[src/rtl/telemetry_rx.sv]
// Telemetry link receiver: 8N1 UART deserializer plus AA55-delimited
// frame parser producing battery voltage, current and torque.
module telemetry_rx #(
  parameter int BAUD_CYCLES = 2604
) (
  input  logic        clk,
  input  logic        rst_n,
  input  logic        RX,
  output logic [11:0] batt_v,
  output logic [11:0] avg_curr,
  output logic [11:0] avg_torque,
  output logic        pkt_vld,
  output logic        frm_err
);

  localparam int CW = $clog2(BAUD_CYCLES + 1);
  localparam logic [CW-1:0] FULL = CW'(BAUD_CYCLES);
  localparam logic [CW-1:0] HALF = CW'(BAUD_CYCLES / 2);

  typedef enum logic [1:0] {
    R_IDLE, R_START, R_DATA, R_STOP
  } rx_st_t;

  typedef enum logic [2:0] {
    HUNT, SYNC, B_H, B_L, C_H, C_L, T_H, T_L
  } ps_st_t;

  logic          rx_s1_q, rx_s2_q, rx_p_q;
  rx_st_t        rs_q, rs_d;
  logic [CW-1:0] cnt_q, cnt_d;
  logic [3:0]    bit_q, bit_d;
  logic [7:0]    sh_q, sh_d;
  logic          rdy_q, rdy_d;
  logic          sbad;
  logic          fall, samp;

  ps_st_t        ps_q, ps_d;
  logic [3:0]    bh_q, bh_d, ch_q, ch_d, th_q, th_d;
  logic [7:0]    bl_q, bl_d, cl_q, cl_d;
  logic [11:0]   bv_q, bv_d, cu_q, cu_d, tq_q, tq_d;
  logic          pkt_q, pkt_d;
  logic          err_q, err_d;
  logic          nib_err;

  assign fall = rx_p_q & ~rx_s2_q;
  assign samp = (cnt_q == CW'(1));

  always_ff @(posedge clk or negedge rst_n) begin
    if (!rst_n) begin
      rx_s1_q <= 1'b1;
      rx_s2_q <= 1'b1;
      rx_p_q  <= 1'b1;
      rs_q    <= R_IDLE;
      cnt_q   <= '0;
      bit_q   <= '0;
      sh_q    <= '0;
      rdy_q   <= 1'b0;
    end else begin
      rx_s1_q <= RX;
      rx_s2_q <= rx_s1_q;
      rx_p_q  <= rx_s2_q;
      rs_q    <= rs_d;
      cnt_q   <= cnt_d;
      bit_q   <= bit_d;
      sh_q    <= sh_d;
      rdy_q   <= rdy_d;
    end
  end

  always_comb begin
    rs_d  = rs_q;
    cnt_d = cnt_q;
    bit_d = bit_q;
    sh_d  = sh_q;
    rdy_d = 1'b0;
    sbad  = 1'b0;
    if (rs_q != R_IDLE && !samp)
      cnt_d = cnt_q - CW'(1);
    unique case (rs_q)
      R_IDLE: begin
        if (fall) begin
          cnt_d = HALF;
          rs_d  = R_START;
        end
      end
      R_START: begin
        if (samp) begin
          if (rx_s2_q) begin
            rs_d = R_IDLE;
          end else begin
            cnt_d = FULL;
            bit_d = '0;
            rs_d  = R_DATA;
          end
        end
      end
      R_DATA: begin
        if (samp) begin
          sh_d  = {rx_s2_q, sh_q[7:1]};
          cnt_d = FULL;
          if (bit_q == 4'd7) begin
            bit_d = '0;
            rs_d  = R_STOP;
          end else begin
            bit_d = bit_q + 4'd1;
          end
        end
      end
      R_STOP: begin
        if (samp) begin
          rs_d  = R_IDLE;
          rdy_d = rx_s2_q;
          sbad  = ~rx_s2_q;
        end
      end
      default: rs_d = R_IDLE;
    endcase
  end

  always_ff @(posedge clk or negedge rst_n) begin
    if (!rst_n) begin
      ps_q  <= HUNT;
      bh_q  <= '0;
      bl_q  <= '0;
      ch_q  <= '0;
      cl_q  <= '0;
      th_q  <= '0;
      bv_q  <= '0;
      cu_q  <= '0;
      tq_q  <= '0;
      pkt_q <= 1'b0;
      err_q <= 1'b0;
    end else begin
      ps_q  <= ps_d;
      bh_q  <= bh_d;
      bl_q  <= bl_d;
      ch_q  <= ch_d;
      cl_q  <= cl_d;
      th_q  <= th_d;
      bv_q  <= bv_d;
      cu_q  <= cu_d;
      tq_q  <= tq_d;
      pkt_q <= pkt_d;
      err_q <= err_d;
    end
  end

  // High nibble bytes must carry a zero upper nibble.
  always_comb begin
    ps_d    = ps_q;
    bh_d    = bh_q;
    bl_d    = bl_q;
    ch_d    = ch_q;
    cl_d    = cl_q;
    th_d    = th_q;
    bv_d    = bv_q;
    cu_d    = cu_q;
    tq_d    = tq_q;
    pkt_d   = 1'b0;
    nib_err = 1'b0;
    if (sbad) begin
      ps_d = HUNT;
    end else if (rdy_q) begin
      unique case (ps_q)
        HUNT: if (sh_q == 8'hAA) ps_d = SYNC;
        SYNC: begin
          if (sh_q == 8'h55)      ps_d = B_H;
          else if (sh_q != 8'hAA) ps_d = HUNT;
        end
        B_H, C_H, T_H: begin
          if (sh_q[7:4] != 4'h0) begin
            nib_err = 1'b1;
            ps_d    = HUNT;
          end else begin
            if (ps_q == B_H) begin
              bh_d = sh_q[3:0];
              ps_d = B_L;
            end else if (ps_q == C_H) begin
              ch_d = sh_q[3:0];
              ps_d = C_L;
            end else begin
              th_d = sh_q[3:0];
              ps_d = T_L;
            end
          end
        end
        B_L: begin
          bl_d = sh_q;
          ps_d = C_H;
        end
        C_L: begin
          cl_d = sh_q;
          ps_d = T_H;
        end
        T_L: begin
          bv_d  = {bh_q, bl_q};
          cu_d  = {ch_q, cl_q};
          tq_d  = {th_q, sh_q};
          pkt_d = 1'b1;
          ps_d  = HUNT;
        end
        default: ps_d = HUNT;
      endcase
    end
    err_d = sbad | nib_err;
  end

  assign batt_v     = bv_q;
  assign avg_curr   = cu_q;
  assign avg_torque = tq_q;
  assign pkt_vld    = pkt_q;
  assign frm_err    = err_q;

endmodule

[config.mk]
export PLATFORM = sky130hd
export DESIGN_NAME = telemetry_rx
export DESIGN_NICKNAME = d
export VERILOG_FILES = /design/src/rtl/telemetry_rx.sv
export SDC_FILE = /design/constraint.sdc
export NUM_CORES = 1
export LEC_CHECK = 0
export ABC_AREA = 1
export BUFFER_PORTS_ARGS = -buffer_cell sky130_fd_sc_hd__buf_2
export CAP_MARGIN = 10
export CORE_UTILIZATION = 40
export DETAILED_ROUTE_END_ITERATION = 10
export PLACE_DENSITY = 0.65
export SLEW_MARGIN = 20
export SYNTH_ARGS = -nofsm -noshare
export SYNTH_HDL_FRONTEND = slang
export SYNTH_SLANG_ARGS = --single-unit
[constraint.sdc]
create_clock -name clk -period 1.7 [get_ports clk]
set_input_delay 0.34 -clock clk [delete_from_list [all_inputs] [get_ports clk]]
set_output_delay 0.34 -clock clk [all_outputs]
set_load 0.05 [all_outputs]
Word level (Yosys, flattened, before mapping)
Index checks and enable logic that the tools add are counted.

$add $sub $neg: 2. Eq/ne operators: 23. Mux-type cells: 38. Bitwise gates (word level): 7. Reduce and logical (&&, ||, !) cells: 19.

Operator list (number): $mux W12 (5); $pmux W12 S3 (1); $mux W3 (7); $pmux W3 S6 (1); $mux W4 (4); $mux W2 (7); $eq A12 B1 Y1 const B (1); $eq A3 B3 Y1 const B (4); $ne A2 B2 Y1 const B (6); $reduce_and A3 Y1 (4); $reduce_and A6 Y1 (2); $sub A12 B1 Y12 const B (1); $mux W1 (11); $reduce_and A5 Y1 (2); $eq A8 B7 Y1 const B (1); $eq A8 B8 Y1 const B (1); $ne A8 B8 Y1 const B (1); $pmux W2 S4 (1); $pmux W4 S2 (1); $eq A3 B2 Y1 const B (2); $reduce_bool A2 Y1 (3); $not A1 Y1 (5); $add A4 B1 Y4 const B (1); $eq A2 B2 Y1 const B (2); 15 further kinds (15).

Flip-flop bits (word level): 99. Output and inout port bits: 38. Logic and storage cells: 108.

Longest topological paths before layout
Word-level depth: 7. Mapped depth: 13.

Worst setup path before layout
No wires, ideal clock.

Path type: flip-flop to flip-flop. Start point: register cnt_q[1]. End point: register bl_q[7]. Arrival time: 1.510 ns. Data required time: 1.582 ns. Path slack: 0.073 ns. Cell stages (with the launch flop): 13. Buffers on the path: 1. Period minus slack after synthesis: 1.627 ns. Path through: dfrtp_1 inv_1 ha_1 inv_1 nor2_1 nand3_1 nor2_4 nand3_4 nand2_4 nor2_4 buf_8 nand2_1 o21ai_2.

Word-level cells in the longest chain between the ends: 5.

RTL lines: from (decl) (line 30) `logic [CW-1:0] cnt_q, cnt_d;`; from (signal assigned) (line 63) `cnt_q <= cnt_d;`; $eq A12 B1 Y1 (line 46) `assign samp = (cnt_q == CW'(1));`; $mux W1 (line 110) `if (samp) begin`; $mux W1 (line 79) `unique case (rs_q)`; $not A1 Y1 (no line); $reduce_and A3 Y1 (no line); to (signal assigned) (line 136) `bl_q <= bl_d;`; to (decl) (line 39) `logic [7:0] bl_q, bl_d, cl_q, cl_d;`.

No other way between the ends. A chain may end at the register's enable or synchronous reset.

Worst setup path after layout
Start point: register cnt_q[1]. End point: register bv_q[10], in the netlist batt_v[10].

Word-level cells in the longest chain between the ends: 5.

RTL lines: $eq A12 B1 Y1 (line 46); $mux W1 (line 110); $mux W1 (line 79); $not A1 Y1 (no line); $reduce_and A3 Y1 (no line); to (signal assigned) (line 140) `bv_q <= bv_d;`; to (decl) (line 40) `logic [11:0] bv_q, bv_d, cu_q, cu_d, tq_q, tq_d;`.

No other way between the ends.

==> flow_summary.ini <==
[status]
status = complete, but fails checks
violations = setup timing

[timing]
hold_viol = 0
slew_headroom_pct = 64.1
max_freq_mhz = 548
worst_slew_pin_slew_ps = 534
drv_slew = 0
finalCritPeriodShare_pct = 107
rsz0062_at_grt = yes
setup_ws_ps = -125
setup_viol = 69
fin_worst_skew_ps = 18.2
min_period_ps = 1830

[routing]
via_per_inst = 4.88
drt_iter0_markers = 152
drc_errors = 0
routedWlPerCell_um = 13.8
routed_wl_um = 10400
dr.pass1.iters = 5
ant_nets = 0
route.vias.total = 3689

[cells_and_area]
layout_common_cells = nand2_1, dfrtp_1, inv_1
area_growth_syn_to_layout_pct = 31.3
multiInputGateArea_um2 = 1990
utilization_pct = 54.3
n_antenna_cell = 0
regArea_um2 = 2480
drive_gt1_share_pct = 32.5
layout_commonest_cell = nand2_1
fill_cells = 978
fin_nets = 617

[logic_synthesis]
ys_seq_area_share_pct = 54.8
synth_ff_type = dfrtp_1
synth_edf_count = 0
synthDistinctLibCells = 33
yosysTopAreaCellShare_pct = 53.1
syn_avg_cell_area_um2 = 8.65
ys_top_cells_by_area = dfrtp_1, nand2_1, inv_1, o21ai_0, nand3_1
synthesis.nets = 529
synth_area_um2 = 4530
async_reset_ff_share_pct = 100
yosys_register_bits = 99
syn-instance-count = 523
synth_top_cell_by_area = dfrtp_1
yosys_warnings = 0

[pwr]
power.density_nw_per_um2 = 992
worst_ir_drop_vdd_mv = 0.653
cellLeakagePower_nw = 3.04
finalPower_mw = 5.89

[critical_path]
worstPathArrival_ps = 2060
critPathKind = register to register
path_max_fanout = 10
cp-startpoint = cnt_q[1]
critPathBufInv = 5
path_delay_family = simple AND/OR/NAND/NOR gates
r2r_start = cnt_q[1]
end_kind = register
cp-start-kind = register
worstPathCellList = inv_2, ha_4, inv_4, buf_6, nor3_4, nand3b_4, nor2_4, nand2_4, nand2_8, buf_6, inv_8, nand2_1, nand2_1
cp.required_ps = 1930
critPathSlowestCell = dfrtp_1
max_stage_delay_ps = 390

[cts]
clkLatencyLatePin_ps = 350
cts-root-buf = clkbuf_16
cts_buffer_depth = 2
clk_pin_slew_ps = 70
cts_tree = done
cts_max_level = 3
cts_sinks = 99
cts_buffers = 9

[grt]
track_usage_pct = 18.2
first_global_vias = 3606
grt_max_degree = 41
antenna_found_initial = 0
grt_pass1_wl_um = 16700
gr-total-overflow = 0

[die]
die_w_um = 108
pin_count = 41
die_area_um2 = 11700
start_util_pct = 41.4
rows = 38
core_um2 = 10900
die_h_um = 108

[min_path]
hold_start = RX
hold_class = primary input to register

[flow_run]
max_cap_viol_count = 0

[placement]
gp_congestion = 0.868
dp_slack_ps = -325
dp_hpwl_um = 6900
io_buffer_count = 40
[flip-flops by register name, indices dropped and copies added, names as in the netlist, 3 cells and up, named ones only]
name	count
th_q	4
bh_q	4
bit_q	4
ch_q	4
ps_q	3
sh_q	8
bl_q	8
cnt_q	12
batt_v	12
avg_curr	12
cl_q	8
avg_torque	12
[power by group]
group	leakage [nW]	switching (mW)	internal, mW	total, mW
Clock	0.164	0.930	1.32	2.25
Combinational	1.53	0.659	0.418	1.08
Sequential	1.34	0.103	2.46	2.57
Total	3.04	1.69	4.20	5.89
[worst paths after layout]
| kind | depth (start not counted) | to | slack [ps] |
|---|---|---|---|
| max | 13 | batt_v[10] | -130 |
| min | 1 | rx_s1_q | 100 |
| max reg2reg | 13 | batt_v[10] | -130 |
| min reg2reg | 0 | rx_s2_q | 370 |
| max in group asynchronous | 3 | rx_p_q | 650 |
| min in group asynchronous | 2 | pkt_vld | 460 |
[per-layer routing]
metal | vias to the layer above | track usage [%] | share of wire (%)
met5 | - | 0 | 0
met4 | 0 | 7.43 | 0.99
met1 | 1783 | 23.4 | 45
met3 | 8 | 2.47 | 2.7
met2 | 60 | 30.8 | 51
li1 | 1838 | - | -
[metrics by stage]
stage          instance area, um2  cells  hold WS [ps]  TNS [ps]
2_1_floorplan                4530    523          44.4         0
3_3_place_gp                 5100    723           276     -4150
3_5_place_dp                 5100    723           281     -7810
4_1_cts                      5680    751          85.7     -1690
5_1_grt                      5940    756          85.7    -10720
6_report                     5940    756          97.6     -4770
[final cells by class]
class | instances | share of cell area, %
sequential | 99 | 41.7
multi-input combinational | 350 | 33.4
timing repair buffer | 88 | 12.1
inverter | 63 | 4.19
clock buffer | 9 | 3.79
tap | 140 | 2.95
clock inverter | 7 | 1.77
[logic make-up (layout without fill, tap and decap cells)]
family	count (synthesis)	after routing	synth area share [%]
simple gates	258	258	24.9
fa+ha+maj	3	3	0.830
buf+inv	74	167	7.22
xor+xnor	10	10	1.94
compound gates	79	79	10.3
flops	99	99	54.8
[synthesized netlist by cell type, drive strengths merged, types with 4 or more instances]
cell,number
xor2,9
dfrtp,96
inv,63
buf,11
a21oi,11
nor3,6
nand3,36
nor2,48
nand2,161
o21ai,63
nand4,4
[timing repair]
item	in CTS	in global routing
buffers inserted	11	14
hold buffers	1	0
gates cloned	2	2
hold endpoints to repair	23	0
resized for setup	45	84
pin swaps	5	15
endpoints found under the setup margin	79	94
[worst reg2reg max path: cells and delay by family, from the launching register on]
kind                     cells  cell delay, ps
adder cells (fa/ha/maj)      1             130
buffers and inverters        5             420
flip-flops                   1             390
AND/OR/NAND/NOR              7             780
Note: power is estimated with default switching activity, not from simulation.
